## src/rtl/issue_queue_cdb.sv

```systemverilog
// rtl/issue_queue_cdb.sv - oldest-first issue queue with CDB wakeup; optional same-cycle load bypass under IQ_CDB_BYPASS_EN
module issue_queue_cdb #(
  parameter int NUM_ENTRIES    = 8,
  parameter int REG_ADDR_WIDTH = 6,
  parameter int FUNC_WIDTH     = 4,
  parameter int NUM_CDB        = 2
) (
  input  logic                              clk,
  input  logic                              reset_n,
  input  logic                              flush,
  input  logic                              load,
  input  logic [FUNC_WIDTH-1:0]             insn,
  input  logic [REG_ADDR_WIDTH-1:0]         inp1,
  input  logic [REG_ADDR_WIDTH-1:0]         inp2,
  input  logic [REG_ADDR_WIDTH-1:0]         dst,
  input  logic                              inp1_ready,
  input  logic                              inp2_ready,
  input  logic [NUM_CDB-1:0]                cdb_valid,
  input  logic [NUM_CDB*REG_ADDR_WIDTH-1:0] cdb_tag,
  input  logic                              issue,
  output logic                              issue_ready,
  output logic                              is_full,
  output logic                              is_empty,
  output logic [$clog2(NUM_ENTRIES):0]      count,
  output logic [FUNC_WIDTH-1:0]             insn_out,
  output logic [REG_ADDR_WIDTH-1:0]         inp1_out,
  output logic [REG_ADDR_WIDTH-1:0]         inp2_out,
  output logic [REG_ADDR_WIDTH-1:0]         dst_out
);

  localparam int AW = $clog2(NUM_ENTRIES);
  localparam int CW = AW + 1;
  localparam int RW = REG_ADDR_WIDTH;

  logic [NUM_ENTRIES-1:0] valid_q;
  logic [NUM_ENTRIES-1:0] r1_q;
  logic [NUM_ENTRIES-1:0] r2_q;
  logic [FUNC_WIDTH-1:0]  insn_q [NUM_ENTRIES];
  logic [RW-1:0]          src1_q [NUM_ENTRIES];
  logic [RW-1:0]          src2_q [NUM_ENTRIES];
  logic [RW-1:0]          dst_q  [NUM_ENTRIES];
  // Age is the rank among valid entries: 0 is the oldest, ranks stay dense.
  logic [AW-1:0]          age_q  [NUM_ENTRIES];

  logic [CW-1:0] cnt;
  logic [AW-1:0] free_idx;
  logic          free_found;
  logic [AW-1:0] sel_idx;
  logic [AW-1:0] sel_age;
  logic          sel_found;
  logic          do_issue;
  logic          do_load;
  logic [AW-1:0] new_age;
  logic          ld_r1;
  logic          ld_r2;

  function automatic logic cdb_match(input logic [RW-1:0] tag,
                                     input logic [NUM_CDB-1:0] v,
                                     input logic [NUM_CDB*RW-1:0] tags);
    logic m;
    m = 1'b0;
    for (int k = 0; k < NUM_CDB; k++) begin
      if (v[k] && (tags[k*RW +: RW] == tag)) m = 1'b1;
    end
    return m;
  endfunction

  always_comb begin
    cnt        = '0;
    free_idx   = '0;
    free_found = 1'b0;
    sel_idx    = '0;
    sel_age    = '1;
    sel_found  = 1'b0;
    for (int i = 0; i < NUM_ENTRIES; i++) begin
      cnt = cnt + CW'(valid_q[i]);
      if (!valid_q[i] && !free_found) begin
        free_idx   = AW'(i);
        free_found = 1'b1;
      end
      if (valid_q[i] && r1_q[i] && r2_q[i] && (!sel_found || age_q[i] < sel_age)) begin
        sel_idx   = AW'(i);
        sel_age   = age_q[i];
        sel_found = 1'b1;
      end
    end
  end

  assign count       = cnt;
  assign is_full     = (cnt == CW'(NUM_ENTRIES));
  assign is_empty    = (cnt == '0);
  assign issue_ready = sel_found;
  assign do_issue    = issue && sel_found;
  assign do_load     = load && !is_full;
  // Loads are refused while full, so cnt < NUM_ENTRIES here and fits in AW bits.
  assign new_age     = AW'(cnt - CW'(do_issue));

`ifdef IQ_CDB_BYPASS_EN
  assign ld_r1 = inp1_ready | cdb_match(inp1, cdb_valid, cdb_tag);
  assign ld_r2 = inp2_ready | cdb_match(inp2, cdb_valid, cdb_tag);
`else
  assign ld_r1 = inp1_ready;
  assign ld_r2 = inp2_ready;
`endif

  assign insn_out = sel_found ? insn_q[sel_idx] : '0;
  assign inp1_out = sel_found ? src1_q[sel_idx] : '0;
  assign inp2_out = sel_found ? src2_q[sel_idx] : '0;
  assign dst_out  = sel_found ? dst_q[sel_idx]  : '0;

  always_ff @(posedge clk or negedge reset_n) begin
    if (!reset_n) begin
      valid_q <= '0;
      r1_q    <= '0;
      r2_q    <= '0;
      for (int i = 0; i < NUM_ENTRIES; i++) begin
        insn_q[i] <= '0;
        src1_q[i] <= '0;
        src2_q[i] <= '0;
        dst_q[i]  <= '0;
        age_q[i]  <= '0;
      end
    end else if (flush) begin
      valid_q <= '0;
    end else begin
      for (int i = 0; i < NUM_ENTRIES; i++) begin
        if (valid_q[i]) begin
          if (cdb_match(src1_q[i], cdb_valid, cdb_tag)) r1_q[i] <= 1'b1;
          if (cdb_match(src2_q[i], cdb_valid, cdb_tag)) r2_q[i] <= 1'b1;
          if (do_issue && (age_q[i] > sel_age)) age_q[i] <= age_q[i] - 1'b1;
        end
      end
      if (do_issue) valid_q[sel_idx] <= 1'b0;
      if (do_load) begin
        valid_q[free_idx] <= 1'b1;
        r1_q[free_idx]    <= ld_r1;
        r2_q[free_idx]    <= ld_r2;
        insn_q[free_idx]  <= insn;
        src1_q[free_idx]  <= inp1;
        src2_q[free_idx]  <= inp2;
        dst_q[free_idx]   <= dst;
        age_q[free_idx]   <= new_age;
      end
    end
  end

endmodule

```

## config.mk

```make
export PLATFORM = sky130hd
export DESIGN_NAME = issue_queue_cdb
export DESIGN_NICKNAME = d
export VERILOG_FILES = /design/src/rtl/issue_queue_cdb.sv
export SDC_FILE = /design/constraint.sdc
export NUM_CORES = 1
export LEC_CHECK = 0
export ABC_AREA = 1
export CAP_MARGIN = 20
export CORE_MARGIN = 4
export CORE_UTILIZATION = 57
export DETAILED_ROUTE_END_ITERATION = 12
export PLACE_DENSITY_LB_ADDON = 0.05
export SETUP_SLACK_MARGIN = 0.05
export SLEW_MARGIN = 30
export SYNTH_ARGS = -nofsm -noshare
export SYNTH_HDL_FRONTEND = slang
export SYNTH_SLANG_ARGS = --single-unit
```

## constraint.sdc

```tcl
create_clock -name clk -period 10.6 [get_ports clk]
set_input_delay 1.59 -clock clk [delete_from_list [all_inputs] [get_ports clk]]
set_output_delay 1.59 -clock clk [all_outputs]
set_load 0.02 [all_outputs]
```

Word-level counts from Yosys, hierarchy flattened
Index checks and enable logic that the tools add are counted.
- bitwise operators: 6
- $add $sub $neg: 16
- eq/ne operators: 33
- shifts and indexed selects: 0
- reductions and logical operators: 105
- magnitude comparators: 22
- div/mod/pow operators: 0
- multiply operators: 0
- multiplexer cells: 213
- operators by type and width (operator ; count):
    $eq A6 B6 Y1 ; 32
    $bwmux W48 ; 3
    $mux W3 ; 45
    $mux W1 ; 131
    $logic_and A1 B1 Y1 ; 75
    $mux W6 ; 10
    $bmux W6 S3 ; 3
    $mux W8 ; 6
    $bwmux W32 ; 1
    $bwmux W24 ; 1
    $gt A3 B3 Y1 ; 8
    $mux W24 ; 1
    $sub A3 B1 Y3 const B ; 8
    $logic_not A1 Y1 ; 21
    $lt A3 B3 Y1 ; 7
    $demux W6 S3 ; 1
    $add A4 B1 Y4 ; 4
    $bwmux W8 ; 2
    $mux W4 ; 4
    $bmux W4 S3 ; 1
    $demux W4 S3 ; 1
    $demux W3 S3 ; 1
    $and A8 B8 Y8 ; 1
    $ge A4 B4 Y1 const B ; 2
    16 further kinds ; 26
- output and inout bits: 29
- memory bits (read-only): 0
- word-level logic and storage cells: 438
- RAM bits: 0
- memories kept: 0
- bits in registers: 224
- bits in latches: 0

Logic depth before layout (Yosys ltp)
- depth after elaboration: 42
- depth in mapped cells: 75
- mapped depth without buffers: 74

Worst setup path before layout
Ideal clock, no wire load.
- path type: reg2out
- start point: register valid_q[0]
- end point: output inp2_out[2]
- arrival time: 7.352 ns
- cell stages (with the launch flop): 65
- data required time: 9.010 ns
- setup slack: 1.658 ns
- cells stage by stage: dfrtp_1 -> nand3_2 -> nor2_1 -> ha_1 -> a21boi_1 -> nand2_1 -> nand2_1 -> nand2_2 -> nand2_2 -> o21ai_0 -> ha_1 -> nand2_1 -> inv_1 -> nand2_1 -> nand2_1 -> nand2_2 -> nand2_2 -> o21ai_0 -> [29 not listed] -> nand2_2 -> nand2_4 -> o21ai_0 -> ha_1 -> nand4_1 -> nand2_1 -> inv_2 -> nand2_1 -> nand2_2 -> nand2_2 -> buf_6 -> nand2_4 -> inv_2 -> buf_6 -> buf_6 -> o21ai_1 -> nand3_1 -> a21oi_1
- cells in the longest elaborated chain, start to end: 36
- elaborated cells between the ends (all ways): 57
- ends and longest elaborated chain (element ; RTL line ; RTL):
    start: declaration ; 35 ; logic [NUM_ENTRIES-1:0] valid_q;
    start signal: assignment ; 113 ; valid_q <= '0;
    start signal: assignment ; 124 ; valid_q <= '0;
    start signal: indexed assignment ; 133 ; if (do_issue) valid_q[sel_idx] <= 1'b0;
    $logic_and A1 B1 Y1 (*) (2 in a row) ; 81 ; if (valid_q[i] && r1_q[i] && r2_q[i] && (!sel_found || age_q[i] < sel_age)) begin
    $mux W3 / $mux W1 (equally long branches) ; 81 ;
    $lt A3 B3 Y1 / $logic_not A1 Y1 (equally long branches) ; 81 ;
    $logic_or A1 B1 Y1 ; 81 ;
    $logic_and A1 B1 Y1 ; 81 ;
    $mux W3 / $mux W1 (equally long branches) ; 81 ;
    $lt A3 B3 Y1 / $logic_not A1 Y1 (equally long branches) ; 81 ;
    $logic_or A1 B1 Y1 ; 81 ;
    [18 not listed] ; n/a ;
    $lt A3 B3 Y1 / $logic_not A1 Y1 (equally long branches) ; 81 ;
    $logic_or A1 B1 Y1 ; 81 ;
    $logic_and A1 B1 Y1 ; 81 ;
    $mux W3 ; 81 ;
    $not A3 Y4 (implied by the code) ; 108 ; assign inp2_out = sel_found ? src2_q[sel_idx] : '0;
    $bmux W6 S3 ; 108 ;
    $mux W6 (implied by the code) (2 in a row) ; 108 ;
    $mux W6 (*) ; 108 ;
    end: declaration ; 27 ; output logic [REG_ADDR_WIDTH-1:0] inp2_out,
Every way passes the cells marked *; elsewhere a longest branch is shown, timed or not. The select of a mux whose other input is x is not followed.

Worst setup path in the final report
- start point: register r1_q[0]
- end point: output inp2_out[5]
- cells in the longest elaborated chain, start to end: 36
- elaborated cells between the ends (all ways): 57
- ends and longest elaborated chain (element ; RTL line ; RTL):
    start: declaration ; 36 ; logic [NUM_ENTRIES-1:0] r1_q;
    start signal: indexed assignment ; 136 ; r1_q[free_idx] <= ld_r1;
    $logic_and A1 B1 Y1 (*) (2 in a row) ; 81 ;
    $mux W3 / $mux W1 (equally long branches) ; 81 ;
    $lt A3 B3 Y1 / $logic_not A1 Y1 (equally long branches) ; 81 ;
    $logic_or A1 B1 Y1 ; 81 ;
    $logic_and A1 B1 Y1 ; 81 ;
    $mux W3 / $mux W1 (equally long branches) ; 81 ;
    $lt A3 B3 Y1 / $logic_not A1 Y1 (equally long branches) ; 81 ;
    $logic_or A1 B1 Y1 ; 81 ;
    [18 not listed] ; n/a ;
    $lt A3 B3 Y1 / $logic_not A1 Y1 (equally long branches) ; 81 ;
    $logic_or A1 B1 Y1 ; 81 ;
    $logic_and A1 B1 Y1 ; 81 ;
    $mux W3 ; 81 ;
    $not A3 Y4 (implied by the code) ; 108 ;
    $bmux W6 S3 ; 108 ;
    $mux W6 (implied by the code) (2 in a row) ; 108 ;
    $mux W6 (*) ; 108 ;
Marked as above.

==> impl_results.md <==
- Hold Crit Class: reg -> reg
- Cell taking the most area after synthesis: dfrtp_1
- GRT overflow: 0
- First-pass iteration count of the detailed router: 7
- Post-DRT Antenna Nets: 0
- Simple logic cell fraction of the synthesized area: 0.2362
- Share of layout cells above drive strength 1: 0.08503
- Initial DRC Count: 2171
- Vias: between 15k and 20k
- Main combinational cell family by area after synthesis: simple AND/OR/NAND/NOR gates
- Number of max-cap violations: 0
- Die H: between 150 and 200 microns
- Clock transition at path regs: 60 ps
- Total power: between 2000 and 3000 uW
- Hold WS: about 480 ps
- Synth area leaders: dfrtp_1 38%, nand2_1 13%, o21ai_0 8.7%
- Post-Syn Area per Cell: just over 7 sq um
- Multi-input logic area: between 7000 and 8000 sq um
- # diodes: 0
- Setup slack after placement: -174.3 ps
- Placed cell area: between 15000 and 20000 sq um
- Drt wl/cell: approximately 22 microns
- Max Root-Sink Buffers: 3
- FF-to-FF setup slack: 2060 ps
- Port Buffers: 71
- Run status: finished clean
- Delay of the slowest critical-path stage: roughly 380 ps
- Antenna violations before repair: 1
- Critical Path AT: about 8500 ps
- First-pass GRT wire length: 83950 microns
- CP max stage cell: dfrtp_1
- CTS Buf Count: 26
- DP Wirelength: roughly 36000 microns
- Nets@finish: 2230
- Pwr dens: approximately 170 nW/um^2
- Initial core utilization: 0.5860
- Worst-path maximum fanout: 12
- Rows: 58
- Setup ws final: approximately 520 ps
- Clock Skews: between 30 and 40 ps
- Async set or reset register ratio after synthesis: 1.000
- CTS tree: done
- WS Path Type: reg -> out
- Setup crit end kind: output port
- WL met1: roughly 22000 microns
- Sequential cell area fraction in the yosys report: 0.3766
- Endpoints failing hold: 0
- Root Driver: clkbuf_16
- Synth unique cells: 48
- WP data required: between 9000 and 10000 ps
- Xor/xnor share of the synthesized area: 0.02177
- Highest metal used: met4
- Leakage: ~0.0083 uW
- Pins Over Slew Limit: 0
- Post-synthesis mux area share: 0
- Ys Warns: 0
- Post-synthesis register bit count: roughly 220
- Synth Area in Compound Gates: 0.2228
- Min Tclk post-route: roughly 10000 ps
- Top cell type's share of synthesized area: 0.3766
- Worst-Skew Late Latency: approximately 560 ps
- Top_reg_cell synth: dfrtp_1
- Max_slew headroom: 0.3148
- Setup violations, final: 0
- Ports: 72
- Adder-cell share of the synthesized area: 0.03732
- Max Clock Freq: between 90 and 100 MHz
- Number of enable flip-flop cells after synthesis: 0
- # hold bufs at CTS: 0
- DRC viols: 0
- Die area: ~29000 sq um
- Most common cell in the synthesized netlist: nand2_1
- Largest net degree at the start of global routing: 89
- Vias in the first global route: about 15k
- Met3 WL: approximately 6600 microns
- Most used cell, CP: nand2_1
- Peak supply drop: about 0.00015 V
- Fin crit share: 0.9506
- Worst setup SP type: flip-flop
- Routability Congestion: 1.018
- Core area: about 25000 sq um
- H-tree levels: 1
- FILL cells: roughly 2.2k
- Clk sinks: about 220
- Die width: roughly 170 microns
- Mapped Cells: 2087
- Metal2 WL: 23340 microns
- Vias per cell: 6.379
- Synth Net Count: roughly 2.2k
- Worst-Margin Slew: 1027 ps
- Area grow syn2layout: 15.46%
- Final wirelength: 55180 microns
- FF+latch area: about 5600 sq um
- Netlist Area Pre-Place: about 15000 sq um
- Top cells by count, synth: 509 x nand2_1, 273 x inv_1, 259 x o21ai_0
- Gr usage total: 0.3710
- Post-route cell area: approximately 17000 sq um
-- registers in the layout, summed over array words and instances, names as in the netlist --
name	count
dst_q	48
r1_q	8
src2_q	48
valid_q	8
r2_q	8
insn_q	32
age_q	24
src1_q	48
-- repair_timing --
| item | in CTS | in global routing |
|---|---|---|
| pin swaps | 0 | 8 |
| gates cloned | 0 | 3 |
| buffers inserted | 0 | 16 |
| resized for setup | 19 | 77 |
| setup endpoints to repair | 22 | 22 |
-- logic make-up after synthesis --
kind of cell,Yosys count
adder cells (fa/ha/maj),42
AO/OA/AOI/OAI,557
AND/OR/NAND/NOR,829
buffers and inverters,398
XOR/XNOR,37
flip-flops,224
-- routing by layer --
layer | vias to the layer above | GRT usage
met5 | - | 0
met4 | 0 | 0.2020
met3 | 298 | 0.07664
met2 | 1087 | 0.5558
met1 | 7377 | 0.5058
li1 | 7146 | -
-- final timing paths --
kind | from | end | depth (start not counted)
min in group asynchronous | reset_n | src2_q[41] | 1
worst min-delay path | dst_q[46] | dst_q[46] | 2
worst min register to register | dst_q[46] | dst_q[46] | 2
worst max-delay path | r1_q[0] | inp2_out[5] | 68
max in group asynchronous | reset_n | age_q[3] | 2
worst max register to register | r1_q[0] | age_q[15] | 73
-- report_power, final --
group	internal (uW)	total [uW]	switching, uW
registers	973	1100	122
clock network	559	953	394
logic	292	826	534
-- metrics by stage --
stage / cells / util / TNS, ps
finish: 2494 / 0.6766 / 0
floorplan: 2087 / - / 0
detailed placement: 2427 / 0.6268 / -1493
global placement: 2426 / 0.6254 / 0
CTS: 2474 / 0.6634 / 0
global route: 2494 / 0.6766 / -9.774
-- cells in the final DEF (no fill, tap or decap), drive strengths merged, types with 29 or more instances in the layout --
master | netlist | routed
nor2 | 101 | 101
ha | 38 | 38
o22ai | 61 | 61
inv | 278 | 278
o21ai | 290 | 290
nand2 | 528 | 528
clkbuf | 78 | 45
nand4 | 29 | 29
a21oi | 83 | 83
dfrtp | 224 | 224
buf | 26 | 65
clkdlybuf4s50 | 0 | 47
nand3 | 137 | 137
-- cell type report --
class,count,share of cell area
clock buffers,33,0.04230
inverters,294,0.06582
clock inverters,14,0.009902
multi-input cells,1465,0.4588
repair inverters,1,0.0005096
repair buffers,133,0.07244
well taps,330,0.02403
flip-flops and latches,224,0.3262
-- critical path: cells and delay by family, from the launching register on --
kind                       cells  cell delay (ps)
DFF                            1              380
adders and majority gates      7             1920
and+or+nand+nor               44             4060
AOI/OAI and AO/OA              8              870
buffers and inverters          9              680
Power figures use the tool's default switching activity.
